### config.mk
export PLATFORM = sky130hd
export DESIGN_NAME = rr_port_arbiter
export DESIGN_NICKNAME = d
export VERILOG_FILES = /design/src/rtl/rr_port_arbiter.sv
export SDC_FILE = /design/constraint.sdc
export NUM_CORES = 1
export LEC_CHECK = 0
export CAP_MARGIN = 10
export CORE_UTILIZATION = 41
export DETAILED_ROUTE_END_ITERATION = 8
export GPL_ROUTABILITY_DRIVEN = 0
export PLACE_DENSITY = 0.78
export SLEW_MARGIN = 10
export SYNTH_ARGS = -nofsm -noshare
export SYNTH_HDL_FRONTEND = slang
export SYNTH_SLANG_ARGS = --single-unit
### constraint.sdc
create_clock -name clk -period 2.2 [get_ports clk]
set_input_delay 0.44 -clock clk [delete_from_list [all_inputs] [get_ports clk]]
set_output_delay 0.44 -clock clk [all_outputs]
set_load 0.01 [all_outputs]
### src/rtl/rr_port_arbiter.sv
// Round-robin output-port arbiter: one-hot grant to the first addressed requester in pointer order, locked until tail.
// Latency: grant registered one cycle after a request in IDLE; next grant loads in the tail cycle (no bubble).
// Backpressure: out_ready_i low stalls xfer_o and holds the lock; RR_ARB_HOLD_LIMIT_EN adds a forced release after HOLD_LIMIT cycles.
module rr_port_arbiter #(
    parameter int                NUM_REQ    = 4,
    parameter int                ADDR_W     = 3,
    parameter logic [ADDR_W-1:0] PORT_ID    = 3'd3,
    parameter int                HOLD_LIMIT = 16
) (
    input  logic                          clk,
    input  logic                          reset,
    input  logic [NUM_REQ*ADDR_W-1:0]     nexthop_addr_i,
    input  logic [NUM_REQ-1:0]            req_valid_i,
    input  logic [NUM_REQ-1:0]            tail_i,
    input  logic                          out_ready_i,
    output logic [NUM_REQ-1:0]            grant_o,
    output logic                          grant_valid_o,
    output logic [$clog2(NUM_REQ)-1:0]    grant_idx_o,
    output logic                          xfer_o,
    output logic                          forced_release_o
);
    localparam int IDX_W = $clog2(NUM_REQ);

    typedef enum logic {ST_IDLE = 1'b0, ST_LOCKED = 1'b1} state_t;

    state_t             state_q, state_d;
    logic [NUM_REQ-1:0] grant_q, grant_d;
    logic [IDX_W-1:0]   idx_q, idx_d;
    logic [IDX_W-1:0]   ptr_q, ptr_d;

    logic [NUM_REQ-1:0] req;
    logic [NUM_REQ-1:0] arb_req;
    logic [NUM_REQ-1:0] pick;
    logic [IDX_W-1:0]   pick_idx;
    logic [IDX_W-1:0]   arb_ptr;
    logic [IDX_W-1:0]   ptr_nxt;
    logic               tail_rel;
    logic               hold_expired;
    logic               release_any;

    if (NUM_REQ < 2 || NUM_REQ > 8 || HOLD_LIMIT < 1) begin : g_param_check
        $error("rr_port_arbiter: NUM_REQ must be 2..8 and HOLD_LIMIT >= 1");
    end

    // First set bit at or above p wins; otherwise the lowest set bit below p (wrap-around).
    function automatic logic [NUM_REQ-1:0] rr_pick(input logic [NUM_REQ-1:0] r,
                                                   input logic [IDX_W-1:0]   p);
        logic [NUM_REQ-1:0] oh;
        oh = '0;
        for (int i = NUM_REQ - 1; i >= 0; i--) begin
            if (r[i] && (i < int'(p))) begin
                oh    = '0;
                oh[i] = 1'b1;
            end
        end
        for (int i = NUM_REQ - 1; i >= 0; i--) begin
            if (r[i] && (i >= int'(p))) begin
                oh    = '0;
                oh[i] = 1'b1;
            end
        end
        return oh;
    endfunction

    function automatic logic [IDX_W-1:0] oh_to_idx(input logic [NUM_REQ-1:0] oh);
        logic [IDX_W-1:0] idx;
        idx = '0;
        for (int i = 0; i < NUM_REQ; i++) begin
            if (oh[i]) idx = idx | IDX_W'(i);
        end
        return idx;
    endfunction

    // Decode which inputs are aiming a flit at this output port.
    always_comb begin
        req = '0;
        for (int i = 0; i < NUM_REQ; i++) begin
            req[i] = req_valid_i[i] && (nexthop_addr_i[i*ADDR_W +: ADDR_W] == PORT_ID);
        end
    end

    // The grant is only non-zero while locked, so these need no state qualifier.
    // Address is deliberately ignored here: a locked input keeps its path even if its address changes mid-packet.
    assign xfer_o      = out_ready_i && |(grant_q & req_valid_i);
    assign tail_rel    = out_ready_i && |(grant_q & req_valid_i & tail_i);
    assign release_any = tail_rel || hold_expired;
    assign ptr_nxt     = (idx_q == IDX_W'(NUM_REQ - 1)) ? '0 : idx_q + 1'b1;

    // Next grant/pointer: arbitrate from IDLE with the current pointer, or in a release cycle with the advanced one.
    // On release the outgoing input is excluded: its valid in that cycle belongs to the packet just finished.
    always_comb begin
        state_d = state_q;
        grant_d = grant_q;
        idx_d   = idx_q;
        ptr_d   = ptr_q;
        arb_ptr = ptr_q;
        arb_req = req;
        if (state_q == ST_LOCKED && release_any) begin
            ptr_d   = ptr_nxt;
            arb_ptr = ptr_nxt;
            arb_req = req & ~grant_q;
        end
        pick     = rr_pick(arb_req, arb_ptr);
        pick_idx = oh_to_idx(pick);
        if (state_q == ST_IDLE || release_any) begin
            grant_d = pick;
            idx_d   = pick_idx;
            state_d = (|pick) ? ST_LOCKED : ST_IDLE;
        end
    end

`ifdef RR_ARB_HOLD_LIMIT_EN
    localparam int CNT_W = $clog2(HOLD_LIMIT + 1);

    logic [CNT_W-1:0] cnt_q, cnt_d;

    // A tail in the limit cycle is an ordinary release, so it suppresses the forced one.
    assign hold_expired = (state_q == ST_LOCKED) && (cnt_q == CNT_W'(HOLD_LIMIT - 1)) && !tail_rel;

    // Lock age: zero on the first locked cycle after every grant load, advancing while the lock is held.
    always_comb begin
        cnt_d = (state_q == ST_LOCKED && !release_any) ? cnt_q + 1'b1 : '0;
    end
`else
    assign hold_expired = 1'b0;
`endif

    assign forced_release_o = hold_expired;

    // All arbiter state, cleared asynchronously.
    always_ff @(posedge clk or negedge reset) begin
        if (!reset) begin
            state_q <= ST_IDLE;
            grant_q <= '0;
            idx_q   <= '0;
            ptr_q   <= '0;
`ifdef RR_ARB_HOLD_LIMIT_EN
            cnt_q   <= '0;
`endif
        end else begin
            state_q <= state_d;
            grant_q <= grant_d;
            idx_q   <= idx_d;
            ptr_q   <= ptr_d;
`ifdef RR_ARB_HOLD_LIMIT_EN
            cnt_q   <= cnt_d;
`endif
        end
    end

    assign grant_o       = grant_q;
    assign grant_valid_o = |grant_q;
    assign grant_idx_o   = idx_q;

endmodule

==> results of run 1 <==
[worst paths after layout]
path | startpoint | to | slack [ps] | cells after the start
min in group clk | grant_idx_o[1] | grant_idx_o[1] | 570 | 2
worst min register to register | grant_idx_o[1] | grant_idx_o[1] | 570 | 2
max in group asynchronous | reset | grant_idx_o[0] | 1440 | 1
worst min-delay path | reset | state_q | 480 | 1
worst max-delay path | req_valid_i[2] | state_q | 80 | 6
worst max register to register | grant_idx_o[0] | state_q | 210 | 6
[routing by layer]
layer,vias up,track usage,share of wire
li1,443,-,-
met1,427,0.328,0.45
met2,31,0.456,0.50
met3,2,0.0320,0.046
met4,0,0.121,0.0043
met5,-,0,0
[registers in the layout, summed over array words and instances, names as in the netlist]
register and count:
grant_idx_o 2, grant_o 4, ptr_q 2, state_q 1
[final cells by class]
class | instances | area [sq um]
clock buffer | 4 | 26.3
fill | 156 | 507
inverter | 4 | 15.0
multi-input combinational | 71 | 497
sequential | 9 | 225
tap | 25 | 31.3
timing repair buffer | 47 | 425
[layout by cell type, fill, tap and decap left out, types with 2 or more instances in the layout]
cell type,count
and2_1,2
nand2_1,11
o22ai_1,3
a211o_1,2
nand4b_1,5
inv_1,4
nor2_1,4
a211oi_1,2
o21bai_1,3
nand3_2,3
a21oi_1,3
o21ai_0,5
o21a_1,2
dlygate4sd2_1,2
a22oi_1,2
clkdlybuf4s50_1,28
dfrtp_1,9
buf_4,17
clkbuf_4,3
[through the flow]
step / TNS, ps / cells / setup slack [ps] / hold WS, ps / area [sq um]
after floorplan: 0 / 87 / 293 / 144 / 754
after global placement: -674 / 156 / -114 / 567 / 1200
after detailed placement: -792 / 156 / -177 / 570 / 1200
after CTS: 0 / 160 / 90.1 / 485 / 1220
after global routing: 0 / 160 / 24.0 / 510 / 1220
final: 0 / 160 / 82.7 / 480 / 1220
[power groups by stage]
stage          Combinational (W)  Clock [W]  Sequential (W)
3_3_place_gp            0.000677          0        0.000314
4_1_cts                 0.000674   0.000127        0.000316
2_1_floorplan           0.000349          0        0.000326
3_5_place_dp            0.000684          0        0.000319
6_report                0.000671   0.000121        0.000320
5_1_grt                 0.000738   0.000139        0.000328
[logic make-up (layout without fill, tap and decap cells)]
group	Yosys count	count (layout)	synth area share
muxes	2	2	0.0348
AOI/OAI and AO/OA	34	34	0.343
buffers and inverters	7	55	0.0431
DFF	9	9	0.299
and+or+nand+nor	33	33	0.259
adders and majority gates	1	1	0.0166
other	1	1	0.00497
==> flow_summary.yaml, run 1 <==
clock_network:
  clkLatencyLatePin_ps: 250
  htreeDepth: 1
  worst_setup_hold_path_clk_slew_ps: 60
  hold_buffers: 0
  root_buffer: "clkbuf_4"
  cts_tree: "yes"
  cts_resized: 2
  cts_buffers: 3
  cts.sinks: 9
  max-clock-path-buffers: 2
  postCtsSetupBuffers: 0
logic_synthesis:
  synthTopCellsByArea: "dfrtp_1, nand4b_1, nand2_1"
  avgSynthCellArea_sq_um: 8.67
  yosys_warnings: 0
  syn_nets: 111
  synth-main-ff-cell: "dfrtp_1"
  synth_most_common_cell: "nand2_1"
  synth_edf_count: 0
  synth.ff_latch_count: 9
  ys_seq_area_frac: 0.299
  syn_inst: 87
  synthTopCellsByCount: "nand2_1, dfrtp_1, nand4b_1, o21ai_0"
  synth-async-reset-ratio: 1.00
  synth_area_sq_um: 754
  yosysTopAreaCell: "dfrtp_1"
  synth_cell_types: 41
  yosysTopAreaCellShare: 0.299
cells_and_area:
  num_antenna_cells: 0
  drive_above_1_share: 0.230
  fin_util: 0.707
  finalNetCount: 160
  area_growth_pct: 61.7
sta:
  clock_skew_ps: 3.71
  max_freq_mhz: 472
  finalSetupViolations: 0
  final.min_clock_period_ps: 2120
  slew_viol_final: 0
  hold_viol: 0
  finalCritPeriodShare: 0.962
  rsz0062_at_grt: "no"
worst_setup_path:
  critPathRequiredTime_ps: 2320
  critical_path_class: "in2reg"
  slowest_delay_ps: 520
  cpMostUsedCell: "nand4b_1"
  endpoint_kind: "flip-flop"
  cp_data_arrival_time_ps: 2240
  cp_cell_sequence: "clkdlybuf4s50_1 -> nand4b_1 -> or3_2 -> a311o_1 -> a21o_1 -> nand4b_1"
  critPathSlowestCell: "clkdlybuf4s50_1"
  path_buf_inv: 1
  worst_path_dominant_cell_family: "simple AND/OR/NAND/NOR gates"
  critPathMaxFanout: 3
  cp-start-kind: "primary input"
floorplan:
  coreArea_sq_mm: 0.00173
  die_w_um: 44.9
  rows: 15
  ioPinCount: 32
  initial_utilization: 0.437
  die-area_sq_mm: 0.00202
  die_h_um: 44.9
job:
  maxCapViolCount: 0
drt:
  drt_wl_total_um: 2300
  vias: 903
  drt-pass1-iter-count: 5
  wl_per_cell_um: 14.4
  ant_nets: 0
  drtIter0Drc: 23
  vias_per_cell: 5.64
  drc: 0
power_and_ir_drop:
  seq_power_share: 0.288
  sw_frac_of_total: 0.406
  finalPower_w: 0.00111
  p_int_w: 0.000660
  powerDensity_mw_per_mm2: 911
  leakagePower_nw: 0.516
  p_switching_w: 0.000451
  pwr-share-comb: 0.604
  power.ir.vdd_worst_mv: 0.702
  clkPwrFrac: 0.108
grt:
  antenna_found_initial: 0
  grt_max_degree: 10
  gr-usage-all-layers: 0.264
  overflow: 0
  grt_pass1_wl_um: 3820
  grt_pass1_vias: 880
place:
  hpwlAfterDp_um: 1880
  io_buffer_count: 30
worst_hold_path:
  hp-class: "in2async"
status:
  status: "completed"
Power figures use the tool's default switching activity.
==> inputs of run 2 (changes only) <==
--- a/config.mk
+++ b/config.mk
@@ -10,6 +10,7 @@
 export DETAILED_ROUTE_END_ITERATION = 8
 export GPL_ROUTABILITY_DRIVEN = 0
 export PLACE_DENSITY = 0.78
+export RECOVER_POWER = 50
 export SLEW_MARGIN = 10
 export SYNTH_ARGS = -nofsm -noshare
 export SYNTH_HDL_FRONTEND = slang
==> flow_summary.yaml, run 2 (synthesized netlist as in run 1, its figures left out) <==
clock_network:
  cts_buffers: 3
  cts_tree: "yes"
  clkLatencyLatePin_ps: 250
  htreeDepth: 1
  postCtsSetupBuffers: 0
  hold_buffers: 0
  root_buffer: "clkbuf_4"
  worst_setup_hold_path_clk_slew_ps: 60
  max-clock-path-buffers: 2
  cts.sinks: 9
worst_setup_path:
  critPathRequiredTime_ps: 2320
  cp_data_arrival_time_ps: 2240
  endpoint_kind: "flip-flop"
  critPathMaxFanout: 3
  critical_path_class: "in2reg"
  cp-start-kind: "primary input"
power_and_ir_drop:
  seq_power_share: 0.289
  power.ir.vdd_worst_mv: 0.702
  p_switching_w: 0.000451
  clkPwrFrac: 0.109
  sw_frac_of_total: 0.408
  pwr-share-comb: 0.602
  p_int_w: 0.000654
  powerDensity_mw_per_mm2: 906
  leakagePower_nw: 0.520
drt:
  vias_per_cell: 5.64
  drtIter0Drc: 23
  drt_wl_total_um: 2310
  wl_per_cell_um: 14.4
  vias: 903
  ant_nets: 0
  drt-pass1-iter-count: 4
  drc: 0
grt:
  grt_pass1_wl_um: 3820
  gr-usage-all-layers: 0.264
  overflow: 0
  grt_pass1_vias: 880
  grt_max_degree: 10
  antenna_found_initial: 0
sta:
  slew_viol_final: 0
  whs_ps: 550
  final.min_clock_period_ps: 2120
  clock_skew_ps: 3.71
  rsz0062_at_grt: "no"
  finalSetupViolations: 0
  hold_viol: 0
  max_freq_mhz: 472
  finalCritPeriodShare: 0.963
place:
  hpwlAfterDp_um: 1880
  dpl_cell_area_sq_mm: 0.00120
  io_buffer_count: 30
  placed_cells: 156
floorplan:
  rows: 15
  die_h_um: 44.9
  die-area_sq_mm: 0.00202
  initial_utilization: 0.437
  coreArea_sq_mm: 0.00173
  die_w_um: 44.9
  ioPinCount: 32
cells_and_area:
  fin_util: 0.707
  mostFrequentLayoutCells: "clkdlybuf4s50_1, buf_4, nand2_1"
  mostFrequentLayoutCell: "clkdlybuf4s50_1"
  final_cells: 160
  drive_above_1_share: 0.230
  area_growth_pct: 61.7
  finalNetCount: 160
  num_antenna_cells: 0
  final_area_sq_mm: 0.00122
  largest_reg_flops: 4
status:
  status: "completed"
worst_hold_path:
  hp-class: "in2async"
job:
  maxCapViolCount: 0
==> run 2: final timing paths <==
kind / start / to / slack, ps / depth (start not counted)
min in group clk: grant_idx_o[1] / grant_idx_o[1] / 570 / 2
worst min register to register: grant_idx_o[1] / grant_idx_o[1] / 570 / 2
worst min-delay path: reset / state_q / 550 / 1
max in group asynchronous: reset / grant_idx_o[0] / 1360 / 1
worst max register to register: grant_idx_o[0] / state_q / 220 / 6
worst max-delay path: req_valid_i[2] / state_q / 80 / 6
==> run 2: cell type report <==
type,instances,area (sq um)
tap,25,31.3
inverter,4,15.0
clock buffer,4,26.3
sequential,9,225
multi-input combinational,71,497
fill,156,507
timing repair buffer,47,425
==> run 2: metal layers <==
layer | GRT usage | up-vias | share of wire
met5 | 0 | - | 0
met4 | 0.121 | 0 | 0.0043
met3 | 0.0320 | 2 | 0.046
met2 | 0.456 | 31 | 0.50
met1 | 0.328 | 426 | 0.45
li1 | - | 444 | -
==> run 2: per-stage QoR <==
step           setup TNS [ps]  power, W  setup WS [ps]
5_1_grt                     0   0.00120           24.0
6_report                    0   0.00111           82.1
4_1_cts                     0   0.00112           90.1
3_3_place_gp             -674  0.000991           -114
2_1_floorplan               0  0.000675            293
3_5_place_dp             -792   0.00100           -177
==> run 2: worst max-delay path, cell delays in order <==
cell,delay [ps]
clkdlybuf4s50_1,520
nand4b_1,140
or3_2,440
a311o_1,360
a21o_1,170
nand4b_1,170
==> run 2: power groups by stage <==
stage | Sequential (W) | Clock [W] | Combinational (W)
CTS | 0.000316 | 0.000127 | 0.000674
detailed placement | 0.000319 | 0 | 0.000684
floorplan | 0.000326 | 0 | 0.000349
global route | 0.000327 | 0.000139 | 0.000732
global placement | 0.000314 | 0 | 0.000677
finish | 0.000319 | 0.000121 | 0.000666
==> run 2: what timing repair did <==
action | 4_1_cts | 5_1_grt
endpoints found under the hold margin | 0 | 0
resized for setup | 2 | 0
endpoints found under the setup margin | 2 | 0
==> inputs of run 3 (changes only) <==
==> constraint.sdc (replaced) <==
create_clock -name clk -period 2.2 [get_ports clk]
set_input_delay 0.55 -clock clk [delete_from_list [all_inputs] [get_ports clk]]
set_output_delay 0.55 -clock clk [all_outputs]
set_load 0.01 [all_outputs]
==> flow_summary.yaml, run 3 (synthesized netlist as in run 1, its figures left out) <==
worst_setup_path:
  cpMostUsedCell: "nand4b_1"
  path_buf_inv: 1
  r2r_cells: 7
  critPathMaxFanout: 4
  r2r_end: "grant_o[1]"
  path_depth: 7
  critPathSlowestCell: "clkdlybuf4s50_1"
  r2r-start: "grant_idx_o[0]"
  cp_cell_sequence: "clkdlybuf4s50_1 -> nand4b_1 -> o22ai_1 -> a21oi_1 -> a311o_1 -> a21o_1 -> nand4b_1"
  cp_data_arrival_time_ps: 2280
  crit_end: "state_q"
  worst_path_dominant_cell_family: "compound AO/OA/AOI/OAI gates"
  endpoint_kind: "flip-flop"
  critical_path_class: "in2reg"
  crit_path_start: "req_valid_i[1]"
  ff2ff_setup_slack_ps: 220
  cp-start-kind: "primary input"
  slowest_delay_ps: 520
  critPathRequiredTime_ps: 2330
grt:
  grt_pass1_wl_um: 3620
  grt_pass1_vias: 856
  grt_max_degree: 10
  overflow: 0
  gr-usage-all-layers: 0.253
  antenna_found_initial: 0
place:
  io_buffer_count: 30
  preCtsSetupSlack_ps: -286
  placed_cells: 155
  hpwlAfterDp_um: 1790
cells_and_area:
  largest_reg_flops: 4
  fill_cells: 147
  num_antenna_cells: 0
  final_cells: 159
  mostFrequentLayoutCell: "clkdlybuf4s50_1"
  drive_above_1_share: 0.254
  mostFrequentLayoutCells: "clkdlybuf4s50_1, buf_4, nand2_1"
  area_growth_pct: 66.5
  finalNetCount: 159
  fin_util: 0.728
job:
  maxCapViolCount: 0
floorplan:
  initial_utilization: 0.437
  ioPinCount: 32
  die_h_um: 44.9
  die-area_sq_mm: 0.00202
  rows: 15
  die_w_um: 44.9
  coreArea_sq_mm: 0.00173
drt:
  vias: 925
  drt_wl_total_um: 2410
  drtIter0Drc: 25
  vias_per_cell: 5.82
  drt-pass1-iter-count: 4
  wl_per_cell_um: 15.2
  ant_nets: 0
  drc: 0
sta:
  finalSetupViolations: 0
  whs_ps: 572
  clock_skew_ps: 1.31
  finalCritPeriodShare: 0.977
  hold_viol: 0
  max_freq_mhz: 465
  final.min_clock_period_ps: 2150
  setup_ws_ps: 50.7
  slew_viol_final: 0
clock_network:
  worst_setup_hold_path_clk_slew_ps: 60
  postCtsSetupBuffers: 0
  hold_buffers: 0
  root_buffer: "clkbuf_4"
  clkLatencyLatePin_ps: 260
  cts_tree: "yes"
  htreeDepth: 1
  max-clock-path-buffers: 2
  cts_buffers: 3
  cts.sinks: 9
power_and_ir_drop:
  power.ir.vdd_worst_mv: 0.780
  leakagePower_nw: 0.544
  powerDensity_mw_per_mm2: 898
worst_hold_path:
  hp-class: "reg2reg"
  whs_path_depth: 2
status:
  status: "completed"
-- run 3: worst min path at each step --
stage	from	endpoint	slack, ps
CTS	reset	ptr_q[1]	580
global route	grant_idx_o[0]	grant_idx_o[0]	610
finish	grant_idx_o[0]	grant_idx_o[0]	570
detailed placement	grant_idx_o[0]	grant_idx_o[0]	570
global placement	grant_idx_o[1]	grant_idx_o[1]	570
floorplan	reset	grant_idx_o[0]	250
-- run 3: stage by stage --
step | area (sq um) | TNS, ps | total power [W]
after floorplan | 754 | 0 | 0.000675
after global placement | 1190 | -1700 | 0.000989
after detailed placement | 1190 | -1940 | 0.000995
after CTS | 1220 | 0 | 0.00112
after global routing | 1260 | -4.33 | 0.00121
final | 1260 | 0 | 0.00113
-- run 3: tightest hold or removal path: stages, from the launching register on --
cell and delay, ps:
dfrtp_1 400, nand2_1 80, o221ai_2 50
-- run 3: final cells by class --
cell class | instances | area, sq um | area share
multi-input combinational | 71 | 529 | 0.421
timing repair buffer | 46 | 429 | 0.342
sequential | 9 | 225 | 0.179
tap | 25 | 31.3 | 0.0249
clock buffer | 4 | 26.3 | 0.0209
inverter | 4 | 15.0 | 0.0120
-- run 3: routing by layer --
metal	vias to the layer above	part of all wire	global-route usage
met4	0	0.0099	0.115
met2	48	0.51	0.435
li1	438	-	-
met1	437	0.41	0.318
met3	2	0.072	0.0280
met5	-	0	0
-- run 3: what timing repair did --
action,CTS,global route
endpoints found under the hold margin,0,0
cloned,0,0
gates resized for setup,3,10
pin swaps,0,3
setup endpoints to repair,3,6
-- run 3: where the power goes --
part / internal (W) / leakage [nW] / switching (W) / total [W]
registers: 0.000234 / 0.112 / 0.0000666 / 0.000301
logic: 0.000356 / 0.417 / 0.000347 / 0.000703
clock network: 0.0000697 / 0.0150 / 0.0000546 / 0.000124
total: 0.000660 / 0.544 / 0.000468 / 0.00113
